**src/rtl/ledmtx_sched_if.sv**
```systemverilog
// Signal bundle between the frame scheduler, its request sources and the ledmtx driver.
// The scheduler takes the master modport; the board top or the testbench takes the slave modport.
interface ledmtx_sched_if #(
  parameter int OFFSET_W = 16,
  parameter int IDX_W    = 3
);
  logic                auto_en;
  logic                next_req;
  logic                prev_req;
  logic                refresh_req;
  logic                drv_busy;
  logic                drv_start;
  logic [OFFSET_W-1:0] drv_ram_offset;
  logic [IDX_W-1:0]    img_idx;
  logic                pending;

  modport master (
    input  auto_en, next_req, prev_req, refresh_req, drv_busy,
    output drv_start, drv_ram_offset, img_idx, pending
  );

  modport slave (
    output auto_en, next_req, prev_req, refresh_req, drv_busy,
    input  drv_start, drv_ram_offset, img_idx, pending
  );
endinterface

```
**src/rtl/ledmtx_sched.sv**
```systemverilog
// Frame scheduler for the MAX7219 matrix driver: arbitrates auto/manual/refresh requests
// and issues start + image base offset only while the driver is idle.
//
// state       | meaning
// S_IDLE      | arbitrate pending flags when the driver is not busy
// S_ISSUE     | drv_start high for this single cycle
// S_WAIT_BUSY | wait for drv_busy to rise, give up after BUSY_TO cycles
// S_WAIT_DONE | wait for drv_busy to fall
module ledmtx_sched #(
  parameter int NUM_IMAGES = 7,
  parameter int IMG_STRIDE = 13,
  parameter int DWELL_MAX  = 199_999_999,
  parameter int OFFSET_W   = 16,
  parameter int BUSY_TO    = 4
) (
  input  logic           clk,
  input  logic           rst,
  ledmtx_sched_if.master bus
);
  localparam int IDX_W = $clog2(NUM_IMAGES);
  localparam int DW_W  = (DWELL_MAX > 0) ? $clog2(DWELL_MAX + 1) : 1;
  localparam int TO_W  = (BUSY_TO > 1) ? $clog2(BUSY_TO) : 1;

  localparam logic [IDX_W-1:0]    IDX_LAST   = IDX_W'(NUM_IMAGES - 1);
  localparam logic [OFFSET_W-1:0] OFF_STRIDE = OFFSET_W'(IMG_STRIDE);
  localparam logic [OFFSET_W-1:0] OFF_LAST   = OFFSET_W'((NUM_IMAGES - 1) * IMG_STRIDE);
  localparam logic [DW_W-1:0]     DWELL_TC   = DW_W'(DWELL_MAX);
  localparam logic [TO_W-1:0]     TO_LOAD    = TO_W'(BUSY_TO - 1);

  if (NUM_IMAGES < 2) begin : g_chk_num
    $error("ledmtx_sched: NUM_IMAGES must be at least 2");
  end
  if ((longint'(NUM_IMAGES - 1) * IMG_STRIDE) >= (longint'(1) << OFFSET_W)) begin : g_chk_off
    $error("ledmtx_sched: last image offset does not fit in OFFSET_W bits");
  end
  if (BUSY_TO < 1) begin : g_chk_to
    $error("ledmtx_sched: BUSY_TO must be at least 1");
  end

  typedef enum logic [1:0] {S_IDLE, S_ISSUE, S_WAIT_BUSY, S_WAIT_DONE} state_t;

  state_t              state, state_nxt;
  logic [IDX_W-1:0]    idx;
  logic [OFFSET_W-1:0] offset;
  logic [DW_W-1:0]     dwell;
  logic [TO_W-1:0]     to_cnt;
  logic                pend_next, pend_prev, pend_auto, pend_refresh;
  logic                step_fwd, step_back, manual_step;
  logic                clr_next, clr_prev, clr_auto, clr_refresh;
  logic                dwell_hit;

  assign dwell_hit = bus.auto_en && (dwell == DWELL_TC);

  always_comb begin
    state_nxt   = state;
    step_fwd    = 1'b0;
    step_back   = 1'b0;
    manual_step = 1'b0;
    clr_next    = 1'b0;
    clr_prev    = 1'b0;
    clr_auto    = 1'b0;
    clr_refresh = 1'b0;
    case (state)
      S_IDLE: begin
        if (!bus.drv_busy && (pend_next || pend_prev || pend_auto || pend_refresh)) begin
          state_nxt   = S_ISSUE;
          clr_refresh = 1'b1;
          // Opposing buttons cancel out; the current frame is simply resent.
          if (pend_next && pend_prev) begin
            clr_next = 1'b1;
            clr_prev = 1'b1;
          end else if (pend_next) begin
            step_fwd    = 1'b1;
            manual_step = 1'b1;
            clr_next    = 1'b1;
            clr_auto    = 1'b1;
          end else if (pend_prev) begin
            step_back   = 1'b1;
            manual_step = 1'b1;
            clr_prev    = 1'b1;
            clr_auto    = 1'b1;
          end else if (pend_auto) begin
            step_fwd = 1'b1;
            clr_auto = 1'b1;
          end
        end
      end
      S_ISSUE:     state_nxt = S_WAIT_BUSY;
      S_WAIT_BUSY: begin
        if (bus.drv_busy)        state_nxt = S_WAIT_DONE;
        else if (to_cnt == '0)   state_nxt = S_IDLE;
      end
      S_WAIT_DONE: if (!bus.drv_busy) state_nxt = S_IDLE;
      default:     state_nxt = S_IDLE;
    endcase
  end

  always_ff @(posedge clk) begin
    if (!rst) begin
      state        <= S_IDLE;
      idx          <= '0;
      offset       <= '0;
      dwell        <= '0;
      to_cnt       <= '0;
      pend_next    <= 1'b0;
      pend_prev    <= 1'b0;
      pend_auto    <= 1'b0;
      pend_refresh <= 1'b1;
    end else begin
      state <= state_nxt;

      if (step_fwd) begin
        if (idx == IDX_LAST) begin
          idx    <= '0;
          offset <= '0;
        end else begin
          idx    <= idx + IDX_W'(1);
          offset <= offset + OFF_STRIDE;
        end
      end else if (step_back) begin
        if (idx == '0) begin
          idx    <= IDX_LAST;
          offset <= OFF_LAST;
        end else begin
          idx    <= idx - IDX_W'(1);
          offset <= offset - OFF_STRIDE;
        end
      end

      if (state == S_ISSUE)
        to_cnt <= TO_LOAD;
      else if (state == S_WAIT_BUSY && to_cnt != '0)
        to_cnt <= to_cnt - TO_W'(1);

      if (!bus.auto_en || manual_step || dwell == DWELL_TC)
        dwell <= '0;
      else
        dwell <= dwell + DW_W'(1);

      // A request landing on the same edge as its clear survives.
      pend_next    <= bus.next_req    | (pend_next    & ~clr_next);
      pend_prev    <= bus.prev_req    | (pend_prev    & ~clr_prev);
      pend_auto    <= dwell_hit       | (pend_auto    & ~clr_auto);
      pend_refresh <= bus.refresh_req | (pend_refresh & ~clr_refresh);
    end
  end

  assign bus.drv_start      = (state == S_ISSUE);
  assign bus.drv_ram_offset = offset;
  assign bus.img_idx        = idx;
  assign bus.pending        = pend_next | pend_prev | pend_auto | pend_refresh;
endmodule

```
**src/flat_wrapper.sv**
```systemverilog
// flat-port wrapper written by rule: the top's interface ports become plain ports
module ledmtx_sched_flat 
#(
  parameter int NUM_IMAGES = 7,
  parameter int IMG_STRIDE = 13,
  parameter int DWELL_MAX  = 199_999_999,
  parameter int OFFSET_W   = 16,
  parameter int BUSY_TO    = 4
)
  (clk, rst, bus_auto_en, bus_next_req, bus_prev_req, bus_refresh_req, bus_drv_busy, bus_drv_start, bus_drv_ram_offset, bus_img_idx, bus_pending);
  ledmtx_sched_if #(.OFFSET_W(OFFSET_W), .IDX_W(($clog2(NUM_IMAGES)))) bus_i ();
  input  logic clk;
  input  logic rst;
  input wire logic [$bits(bus_i.auto_en)-1:0] bus_auto_en;
  input wire logic [$bits(bus_i.next_req)-1:0] bus_next_req;
  input wire logic [$bits(bus_i.prev_req)-1:0] bus_prev_req;
  input wire logic [$bits(bus_i.refresh_req)-1:0] bus_refresh_req;
  input wire logic [$bits(bus_i.drv_busy)-1:0] bus_drv_busy;
  output wire logic [$bits(bus_i.drv_start)-1:0] bus_drv_start;
  output wire logic [$bits(bus_i.drv_ram_offset)-1:0] bus_drv_ram_offset;
  output wire logic [$bits(bus_i.img_idx)-1:0] bus_img_idx;
  output wire logic [$bits(bus_i.pending)-1:0] bus_pending;
  assign bus_i.auto_en = bus_auto_en;
  assign bus_i.next_req = bus_next_req;
  assign bus_i.prev_req = bus_prev_req;
  assign bus_i.refresh_req = bus_refresh_req;
  assign bus_i.drv_busy = bus_drv_busy;
  assign bus_drv_start = bus_i.drv_start;
  assign bus_drv_ram_offset = bus_i.drv_ram_offset;
  assign bus_img_idx = bus_i.img_idx;
  assign bus_pending = bus_i.pending;
  ledmtx_sched #(.NUM_IMAGES(NUM_IMAGES), .IMG_STRIDE(IMG_STRIDE), .DWELL_MAX(DWELL_MAX), .OFFSET_W(OFFSET_W), .BUSY_TO(BUSY_TO)) u_core (.clk(clk), .rst(rst), .bus(bus_i));
endmodule
```
**config.mk**
```make
export PLATFORM = sky130hd
export DESIGN_NAME = ledmtx_sched_flat
export DESIGN_NICKNAME = d
export VERILOG_FILES = /design/src/rtl/ledmtx_sched_if.sv /design/src/rtl/ledmtx_sched.sv /design/src/flat_wrapper.sv
export SDC_FILE = /design/constraint.sdc
export NUM_CORES = 1
export LEC_CHECK = 0
export CAP_MARGIN = 40
export CORE_AREA = 5 5 92 94
export CTS_BUF_LIST = sky130_fd_sc_hd__clkbuf_16
export CTS_CLUSTER_SIZE = 24
export DETAILED_ROUTE_END_ITERATION = 8
export DIE_AREA = 0 0 97 99
export PLACE_DENSITY = 0.65
export RECOVER_POWER = 50
export SLEW_MARGIN = 30
export SYNTH_ARGS = -nofsm -noshare
export SYNTH_HDL_FRONTEND = slang
export SYNTH_SLANG_ARGS = --single-unit
```
**constraint.sdc**
```tcl
create_clock -name clk -period 6.9 [get_ports clk]
set_clock_uncertainty 0.15 [all_clocks]
set_input_delay 0.69 -clock clk [delete_from_list [all_inputs] [get_ports clk]]
set_output_delay 0.69 -clock clk [all_outputs]
set_load 0.01 [all_outputs]
```
==> metrics <==
WP data arrival 3150 ps; RD Place Congestion 0.857; Main synth FF type dfxtp_1; Synth Area in Compound Gates 0.205; CTS Buf Count 5; syn_area_per_cell 7.99 um^2; Crit Path Max Fanout 13; register area 1100 um^2; post-CTS sizing 0; Setup Buffers After CTS 0; Max VDD drop 0.000114 V; DP HPWL 5480 um; Skew-Pair Late Insertion Delay 300 ps; Starting DRT DRC Count 225; Synth Instances 406; worst hold path stage count 1; antenna cell count 0; fin crit share 0.449; largest net degree at the start of global routing 29; Reg clk slew, reported paths 70 ps; # nets final 443; first-pass GRT wire length 13,300 um; Yosys cell types 61; critical path required time 6950 ps; Layout area overhead 14.8%; RSZ-0062 raised after global routing false; synthesized flop and latch total 55; Max-Cap Viols 0; final setup fails 0; WS Path Type primary input to flop; Starting Density 0.429; Filler Cell Count 738; fmax 0.323 GHz; simple-gate portion of the synthesized area 0.283; Adder-Cell Fraction of Synth Area 0.0501; chip height 99 um; min cycle time layout 3100 ps; via count 3,043; fin. max-slew vios 0; pwr dens 198 nW/um^2; Slew headroom 0.236; total grt overflow 0; WL/cell 14.7 um; Tot GR Track Use 0.163; Worst-Margin Slew 1150 ps; WL final 7710 um; TritonCTS clock tree yes; IO Pins 28; IO buf count 27; # rows 32; Clock Path Buffers 2; hold_buf cts 0; type of origin of the critical path primary input; DR pass1 iterations 5; largest family of logic cells by synthesized area simple AND/OR/NAND/NOR gates; met1 usage 0.228; Yosys warnings 0; Hold Fails Final Rpt 0; post-synthesis cell area 3250 um^2; Core ar. 7570 um^2; clock sink count 55; area of the multi-input gates 2000 um^2; M2 GR Usage 0.256; Post-synth EDFFs 0; Max H-tree Level 2; Syn Nets 426; vias per cell 5.79; post-synthesis xor/xnor area fraction 0.0729; Worst setup EP type flop; total die area 9600 um^2; Non-Filler Instances 526; final antenna-violating net count 0; Die X 97 um; mux share of post-synthesis cell area 0.00347; Post-synth ARST share 0; final setup TNS 0 ps; Static Leak 1.35 nW; DR DRC count 0; sequential-to-total area share from yosys stat 0.339; vias in the first global route 2,808; Root Buffer clkbuf_16; min-delay worst type flop to flop; initial antenna violation count 0; Worst R2R Path Depth 7; status finished clean; grt met3 use 0.0326; DP Cell Count 517; layout cells sized above 1 0.0472; most used routing layer met2
-- worst max-delay path, cell delays in order --
cell	delay, ps
clkdlybuf4s50_1	450
nor3_1	610
nand4_1	710
nor3_1	370
a311oi_1	80
a211oi_1	240
-- worst paths after layout --
path / startpoint / to / slack (ps)
setup / recovery: bus_drv_busy / u_core.bus.drv_ram_offset[5] / 3800
hold / removal: u_core.pend_refresh / u_core.pend_refresh / 330
setup reg to reg: u_core.dwell[0] / u_core.dwell[8] / 3890
hold reg to reg: u_core.pend_refresh / u_core.pend_refresh / 330
-- cells in the final DEF (no fill, tap or decap), drive strengths merged, types with 3 or more instances in the layout --
cell type | synthesis | routed
o211ai | 5 | 5
clkbuf | 15 | 7
nor2 | 51 | 51
nand2 | 32 | 32
dlygate4sd3 | 0 | 21
o32ai | 3 | 3
or3 | 7 | 7
xor2 | 17 | 17
and3 | 7 | 7
nor4 | 8 | 8
nor3b | 3 | 3
a211oi | 7 | 7
nor3 | 16 | 16
a211o | 5 | 5
nand4 | 11 | 11
a21oi | 23 | 23
xnor2 | 10 | 10
o31ai | 4 | 4
o21a | 4 | 4
nor4b | 3 | 3
clkdlybuf4s50 | 0 | 6
nand3 | 22 | 22
a31oi | 5 | 5
nor2b | 3 | 3
inv | 14 | 16
dfxtp | 55 | 55
o21ai | 22 | 22
ha | 13 | 13
-- metrics by stage --
stage / hold slack [ps] / setup slack, ps / power [mW] / cell area (um^2) / utilization
5_1_grt: 377 / 3490 / 0.776 / 3730 / 0.493
3_3_place_gp: 308 / 3540 / 0.477 / 3560 / 0.470
4_1_cts: 340 / 3700 / 0.749 / 3730 / 0.493
2_1_floorplan: 287 / 4520 / 0.439 / 3250 / -
6_report: 332 / 3800 / 0.738 / 3730 / 0.493
3_5_place_dp: 321 / 3610 / 0.482 / 3580 / 0.473
-- synth_stat cells, drive strengths merged, types with 2 or more instances --
library cell	instances	area [um^2]
o211ai	5	42.5
nor2b	3	18.8
xor2	17	149
o311a	2	20.0
o21ai	22	110
nand2b	2	12.5
a221oi	2	17.5
or3	7	43.8
nor4b	3	26.3
a211oi	7	57.6
nor3b	3	22.5
nor2	51	191
or4	2	18.8
and4	2	17.5
and3	7	43.8
xnor2	10	87.6
dfxtp	55	1100
a41o	2	20.0
a21o	2	15.0
nand3	22	110
o31ai	4	30.0
o32ai	3	26.3
a211o	5	43.8
ha	13	163
nor3	16	85.1
a21oi	23	115
nand4	11	68.8
clkbuf	15	56.3
nand2	32	120
a2111oi	2	18.8
buf	6	42.5
o21a	4	30.0
nor4bb	2	20.0
a22oi	2	15.0
nand4b	2	32.5
nor4	8	56.3
inv	14	52.6
a31oi	5	31.3
-- area by class of cell --
type,instances,area share
clock buffer,5,0.0336
clock inverter,3,0.00739
inverter,14,0.0141
multi-input combinational,316,0.535
sequential,55,0.295
tap,102,0.0342
timing repair buffer,31,0.0799
-- cell families (layout without fill, tap and decap cells) --
kind of cell / after synthesis / after routing
AOI/OAI and AO/OA: 98 / 98
xor gates and xnor gates: 27 / 27
adders and majority gates: 13 / 13
buffers and inverters: 35 / 53
DFF: 55 / 55
muxes: 1 / 1
and+or+nand+nor: 177 / 177
-- flip-flops by register name, summed over array words and instances, names as in the netlist --
register and cells:
u_core.pend_next 1, u_core.bus.img_idx 3, u_core.pend_prev 1, u_core.dwell 28, u_core.state 2, u_core.pend_refresh 1, u_core.pend_auto 1, u_core.to_cnt 2
u_core.bus.drv_ram_offset 16
-- report_power, final --
group          internal (mW)  switching (mW)  total (mW)
combinational         0.0522          0.0758       0.128
clock                  0.139           0.127       0.266
sequential             0.327          0.0169       0.344
-- per-layer routing --
metal | share of wire | vias to the layer above
met3 | 0.057 | 9
li1 | - | 1519
met1 | 0.48 | 1427
met5 | 0 | -
met4 | 0.012 | 0
met2 | 0.45 | 88
No activity file was read; power rests on OpenSTA's default activity.
